<file path="config.mk">
export PLATFORM = sky130hd
export DESIGN_NAME = keypad_scan_debounce
export DESIGN_NICKNAME = d
export VERILOG_FILES = /design/src/rtl/keypad_scan_debounce.sv
export SDC_FILE = /design/constraint.sdc
export NUM_CORES = 1
export LEC_CHECK = 0
export ABC_AREA = 1
export BUFFER_PORTS_ARGS = -buffer_cell sky130_fd_sc_hd__buf_2
export CORE_ASPECT_RATIO = 1.25
export CORE_MARGIN = 2
export CORE_UTILIZATION = 55
export DETAILED_ROUTE_END_ITERATION = 7
export PLACE_DENSITY_LB_ADDON = 0.15
export SETUP_SLACK_MARGIN = 0.5
export SYNTH_ARGS = -nofsm -noshare
export SYNTH_HDL_FRONTEND = slang
export SYNTH_SLANG_ARGS = --single-unit
</file>
<file path="constraint.sdc">
create_clock -name clk -period 1.81 [get_ports clk]
set_input_delay 0.2715 -clock clk [delete_from_list [all_inputs] [get_ports clk]]
set_output_delay 0.2715 -clock clk [all_outputs]
set_load 0.01 [all_outputs]
</file>
<file path="src/rtl/keypad_scan_debounce.sv">
// 4x4 matrix keypad scanner: drives rows one-hot low, senses columns, debounces
// press and release, and emits one key code strobe per physical press.
module keypad_scan_debounce #(
  parameter int SCAN_DIV     = 10,
  parameter int DEBOUNCE_CNT = 8
) (
  input  logic       clk,
  input  logic       resetn,
  input  logic [3:0] col_in,
  output logic [3:0] row_out,
  output logic [3:0] key_code,
  output logic       key_valid,
  output logic       key_held
);

  localparam int         TW     = (SCAN_DIV > 1) ? $clog2(SCAN_DIV) : 1;
  localparam logic [3:0] DB_LIM = 4'(DEBOUNCE_CNT);

  typedef enum logic [1:0] {SCAN, DEBOUNCE, PRESSED, RELEASE} state_t;

  state_t          r_state;
  logic [3:0]      r_sync1;
  logic [3:0]      r_colS;
  logic [TW-1:0]   r_tickCnt;
  logic [1:0]      r_row;
  logic [1:0]      r_col;
  logic [3:0]      r_dbCnt;
  logic [3:0]      r_rowOut;
  logic [3:0]      r_keyCode;
  logic            r_keyValid;
  logic            r_keyHeld;

  logic            w_tick;
  logic [3:0]      w_low;
  logic            w_oneLow;
  logic [1:0]      w_colIdx;
  logic            w_allHigh;

  function automatic logic [3:0] rowDrive(input logic [1:0] row);
    return ~(4'b0001 << row);
  endfunction

  function automatic logic [3:0] keyMap(input logic [1:0] row, input logic [1:0] col);
    case ({row, col})
      4'b00_00: keyMap = 4'h1;
      4'b00_01: keyMap = 4'h2;
      4'b00_10: keyMap = 4'h3;
      4'b00_11: keyMap = 4'hA;
      4'b01_00: keyMap = 4'h4;
      4'b01_01: keyMap = 4'h5;
      4'b01_10: keyMap = 4'h6;
      4'b01_11: keyMap = 4'hB;
      4'b10_00: keyMap = 4'h7;
      4'b10_01: keyMap = 4'h8;
      4'b10_10: keyMap = 4'h9;
      4'b10_11: keyMap = 4'hC;
      4'b11_00: keyMap = 4'hE;
      4'b11_01: keyMap = 4'h0;
      4'b11_10: keyMap = 4'hF;
      default:  keyMap = 4'hD;
    endcase
  endfunction

  // Columns idle high, so the synchroniser resets to "no key" rather than a phantom press.
  always_ff @(posedge clk or negedge resetn) begin
    if (!resetn) begin
      r_sync1 <= 4'hF;
      r_colS  <= 4'hF;
    end else begin
      r_sync1 <= col_in;
      r_colS  <= r_sync1;
    end
  end

  always_ff @(posedge clk or negedge resetn) begin
    if (!resetn) begin
      r_tickCnt <= '0;
    end else if (w_tick) begin
      r_tickCnt <= '0;
    end else begin
      r_tickCnt <= r_tickCnt + TW'(1);
    end
  end

  assign w_tick    = (r_tickCnt == TW'(SCAN_DIV - 1));
  assign w_low     = ~r_colS;
  assign w_oneLow  = (w_low != 4'h0) && ((w_low & (w_low - 4'h1)) == 4'h0);
  assign w_allHigh = (r_colS == 4'hF);

  always_comb begin
    w_colIdx = 2'd0;
    case (w_low)
      4'b0010: w_colIdx = 2'd1;
      4'b0100: w_colIdx = 2'd2;
      4'b1000: w_colIdx = 2'd3;
      default: w_colIdx = 2'd0;
    endcase
  end

  // The row register doubles as the latched row of the candidate key, so
  // row_out simply stays put in every state except a scan advance.
  always_ff @(posedge clk or negedge resetn) begin
    if (!resetn) begin
      r_state    <= SCAN;
      r_row      <= 2'd0;
      r_col      <= 2'd0;
      r_dbCnt    <= 4'd0;
      r_rowOut   <= 4'b1110;
      r_keyCode  <= 4'h0;
      r_keyValid <= 1'b0;
      r_keyHeld  <= 1'b0;
    end else begin
      r_keyValid <= 1'b0;
      if (w_tick) begin
        case (r_state)
          SCAN: begin
            if (w_oneLow) begin
              r_col   <= w_colIdx;
              r_dbCnt <= 4'd0;
              r_state <= DEBOUNCE;
            end else begin
              r_row    <= r_row + 2'd1;
              r_rowOut <= rowDrive(r_row + 2'd1);
            end
          end
          DEBOUNCE: begin
            if (w_oneLow && (w_colIdx == r_col)) begin
              if (r_dbCnt + 4'd1 == DB_LIM) begin
                r_keyCode  <= keyMap(r_row, r_col);
                r_keyValid <= 1'b1;
                r_keyHeld  <= 1'b1;
                r_state    <= PRESSED;
              end else if (r_dbCnt != 4'hF) begin
                r_dbCnt <= r_dbCnt + 4'd1;
              end
            end else begin
              r_dbCnt  <= 4'd0;
              r_row    <= r_row + 2'd1;
              r_rowOut <= rowDrive(r_row + 2'd1);
              r_state  <= SCAN;
            end
          end
          PRESSED: begin
            if (w_allHigh) begin
              r_dbCnt <= 4'd0;
              r_state <= RELEASE;
            end
          end
          default: begin
            if (w_allHigh) begin
              if (r_dbCnt + 4'd1 == DB_LIM) begin
                r_dbCnt   <= 4'd0;
                r_keyHeld <= 1'b0;
                r_row     <= r_row + 2'd1;
                r_rowOut  <= rowDrive(r_row + 2'd1);
                r_state   <= SCAN;
              end else if (r_dbCnt != 4'hF) begin
                r_dbCnt <= r_dbCnt + 4'd1;
              end
            end else begin
              r_state <= PRESSED;
            end
          end
        endcase
      end
    end
  end

  assign row_out   = r_rowOut;
  assign key_code  = r_keyCode;
  assign key_valid = r_keyValid;
  assign key_held  = r_keyHeld;

endmodule

</file>
==> impl_summary.log <==
INFO  metric outcome = completed
INFO  metric synth-xor-area-share = 0.933%
INFO  metric worst-endpoint-arrival = 1870 ps
INFO  metric max_clock_freq = 0.610 GHz
INFO  metric cts_tree = yes
INFO  metric p_per_area = 1180 nW/um^2
INFO  metric yosys_warning_count = 0
INFO  metric synthesis.area_per_instance = 8.42 um^2
INFO  metric crit_fanout = 5
INFO  metric cts.sinks = 32
INFO  metric cts_made_buffers = 5
INFO  metric avgViaCountPerCell = 5.17
INFO  metric postSynthRegisterBits = 32
INFO  metric syn-num-nets = 243
INFO  metric synthMuxAreaShare = 0.533%
INFO  metric row_count = 23
INFO  metric nets = 272
INFO  metric grt_antenna_before_repair = 0
INFO  metric clk_pin_slew_worst_paths = 70 ps
INFO  metric simple_logic_cell_fraction_of_the_synthesized_area = 29.9%
INFO  metric grt_first_pass_wirelength = 6330 um
INFO  metric placement.io_buffers = 15
INFO  metric start_util = 58.2%
INFO  metric ff2ff_path_depth = 9
INFO  metric i_o_pin_cnt = 16
INFO  metric detailed_route_wire_length = 3520 um
INFO  metric grt_usage = 20.4%
INFO  metric areaGrowthSynthToFinish = 20.1%
INFO  metric drt_iter0_drc = 16
INFO  metric cts-root-buf = sky130_fd_sc_hd__clkbuf_8
INFO  metric synthesis.instances = 223
INFO  metric final_min_period_over_clock_period = 90.5%
INFO  metric via_count = 1,500
INFO  metric htreeDepth = 2
INFO  metric seqCellArea = 817 um^2
INFO  metric num-fill-cells = 268
INFO  metric grt_setup_unrepaired = true
INFO  metric worst_endpoint_required_time = 2040 ps
INFO  metric synthDistinctLibCells = 29
INFO  metric timing.final.hold_violations = 0
INFO  metric finalSetupTns = 0 ps
INFO  metric slew_headroom = 55.3%
INFO  metric timing_worst_setup_path_type = reg -> reg
INFO  metric finalSetupViolations = 0
INFO  metric report.final.slew_viol_count = 0
INFO  metric grt_max_degree = 33
INFO  metric synth_top_family_by_area = simple AND/OR/NAND/NOR gates
INFO  metric adder_and_majority_gate_portion_of_the_synthesized_area = 9.33%
INFO  metric final_cell_mix = 50 x sky130_fd_sc_hd__nand2_1, 26 x sky130_fd_sc_hd__inv_1, 19 x sky130_fd_sc_hd__dfrtp_1
INFO  metric ant_cells = 0
INFO  metric maximum_clock_skew_at_final_layout = 4.34 ps
INFO  metric max-clock-path-buffers = 2
INFO  metric multiInputGateArea = 1040 um^2
INFO  metric grt.overflow.total = 0
INFO  metric dp.final_hpwl = 2490 um
INFO  metric critPathLaunchType = flop
INFO  metric timing_worst_slew_pin_value = 671 ps
INFO  metric power_leakage = 0.00111 uW
INFO  metric hp-class = in -> async
INFO  metric final_critical_path_required_period = 1640 ps
INFO  metric avgRoutedWirePerCell = 12.1 um
INFO  metric mappedNetlistArea = 1880 um^2
INFO  metric die-area = 3900 um^2
INFO  metric ys_seq_area_share = 43.4%
INFO  metric place.gp.congestion = 0.835
INFO  metric die-height = 69.3 um
INFO  metric layout.core_utilization = 70.0%
INFO  metric crit_path_end_kind = flop
INFO  metric post-place-cells = 277
INFO  metric cts_hold_repair.buffers = 0
INFO  metric synth_compound_gate_area_share = 8.93%
INFO  metric std_cell_core_area = 3220 um^2
INFO  metric max_rail_drop_vdd = 0.928 mV
INFO  metric grt_pass1_vias = 1,550
INFO  metric stdcell_count = 290
INFO  metric drv_cap = 0
INFO  metric ant_nets = 0
INFO  metric remaining_design_rule_violation_count = 0
INFO  metric post_route_cells_drive_above_1_share = 34.8%
INFO  metric horizontal_die_dimension = 56.3 um
INFO  metric layout.cells.most_common = sky130_fd_sc_hd__nand2_1
INFO  metric detailedRoute.firstPassIterationCount = 4
INFO  metric clock_latency = 290 ps
==> cell type report <==
| class | instances | share of cell area [%] |
|---|---|---|
| clock inverters | 3 | 1.05 |
| inverters | 32 | 5.44 |
| multi-input cells | 158 | 46.0 |
| flip-flops and latches | 32 | 36.2 |
| well taps | 37 | 2.05 |
| repair buffers | 23 | 6.16 |
| clock buffers | 5 | 3.05 |
==> cells in the mapped netlist, drive strengths merged <==
| library cell | count | area share (%) |
|---|---|---|
| a21oi | 9 | 3.6 |
| a32o | 1 | 0.53 |
| buf | 1 | 0.60 |
| dfrtp | 21 | 28 |
| dfstp | 11 | 15 |
| ha | 14 | 9.3 |
| inv | 32 | 6.4 |
| mux2i | 1 | 0.53 |
| nand2 | 64 | 13 |
| nand3 | 16 | 6.0 |
| nand3b | 1 | 0.40 |
| nand4 | 11 | 4.5 |
| nor2 | 18 | 4.5 |
| nor3 | 2 | 0.80 |
| o21ai | 18 | 4.8 |
| or2 | 1 | 0.33 |
| xnor2 | 1 | 0.47 |
| xor2 | 1 | 0.47 |
==> worst max-delay path, cell delays in order, from the launching register on <==
cell                      delay [ps]
sky130_fd_sc_hd__dfstp_2         570
sky130_fd_sc_hd__inv_2            50
sky130_fd_sc_hd__nand2_2          90
sky130_fd_sc_hd__nand3_4         100
sky130_fd_sc_hd__a21oi_4         190
sky130_fd_sc_hd__nand3_4         130
sky130_fd_sc_hd__buf_4           160
sky130_fd_sc_hd__a21oi_2         120
sky130_fd_sc_hd__nand3_2          80
sky130_fd_sc_hd__nand2_1          60
==> logic make-up after synthesis <==
| kind of cell | count (synthesis) |
|---|---|
| AO/OA/AOI/OAI | 28 |
| XOR/XNOR | 2 |
| adder cells (fa/ha/maj) | 14 |
| buffers and inverters | 33 |
| flip-flops | 32 |
| multiplexers | 1 |
| AND/OR/NAND/NOR | 113 |
==> what timing repair did <==
item | in CTS | in global routing
buffers inserted | 3 | 2
pin swaps | 10 | 10
endpoints found under the setup margin | 20 | 20
resized for setup | 15 | 15
==> flip-flops by register name (all words and copies together), names as in the netlist, 2 cells and up <==
signal and cells:
key_code 4, r_col 2, r_colS 4, r_dbCnt 4
r_row 2, r_state 2, r_sync1 4, r_tickCnt 4
row_out 4
==> metal layers <==
metal,vias up,GRT usage (%),routed length [um],share of wire [%]
li1,785,-,-,-
met1,686,21.1,1490,42
met4,0,10.8,70,2.0
met2,20,36.5,1850,52
met3,9,5.97,115,3.3
met5,-,0,0,0
==> report_power, final <==
| part | leakage (uW) | internal, uW | total [uW] | switching [uW] |
|---|---|---|---|---|
| clock network | 0.0000404 | 272 | 564 | 292 |
| logic | 0.000686 | 413 | 1120 | 703 |
| registers | 0.000387 | 861 | 970 | 109 |
| total | 0.00111 | 1550 | 2650 | 1100 |
==> final timing paths <==
| path | slack, ps | start | endpoint |
|---|---|---|---|
| hold reg to reg | 360 | r_sync1[0]$_DFF_PN1_ | r_colS[0]$_DFF_PN1_ |
| max in group asynchronous | 1330 | resetn | r_dbCnt[0]$_DFFE_PN0P_ |
| setup reg to reg | 170 | r_colS[3]$_DFF_PN1_ | r_dbCnt[1]$_DFFE_PN0P_ |
| min in group clk | 70 | col_in[2] | r_sync1[2]$_DFF_PN1_ |
| setup / recovery | 170 | r_colS[3]$_DFF_PN1_ | r_dbCnt[1]$_DFFE_PN0P_ |
| hold / removal | 9 | resetn | key_code[3]$_DFFE_PN0P_ |
==> through the flow <==
step / power, uW / setup WS (ps) / hold WS [ps] / instance area (um^2)
after floorplan: 1780 / 349 / -24.1 / 1890
after global placement: 2020 / 231 / 342 / 2020
after detailed placement: 2040 / 193 / 348 / 2020
after CTS: 2650 / 200 / 33.8 / 2200
after global routing: 2880 / 61.1 / 57.9 / 2250
final: 2650 / 171 / 8.87 / 2250
Note: power is estimated with default switching activity, not from simulation.
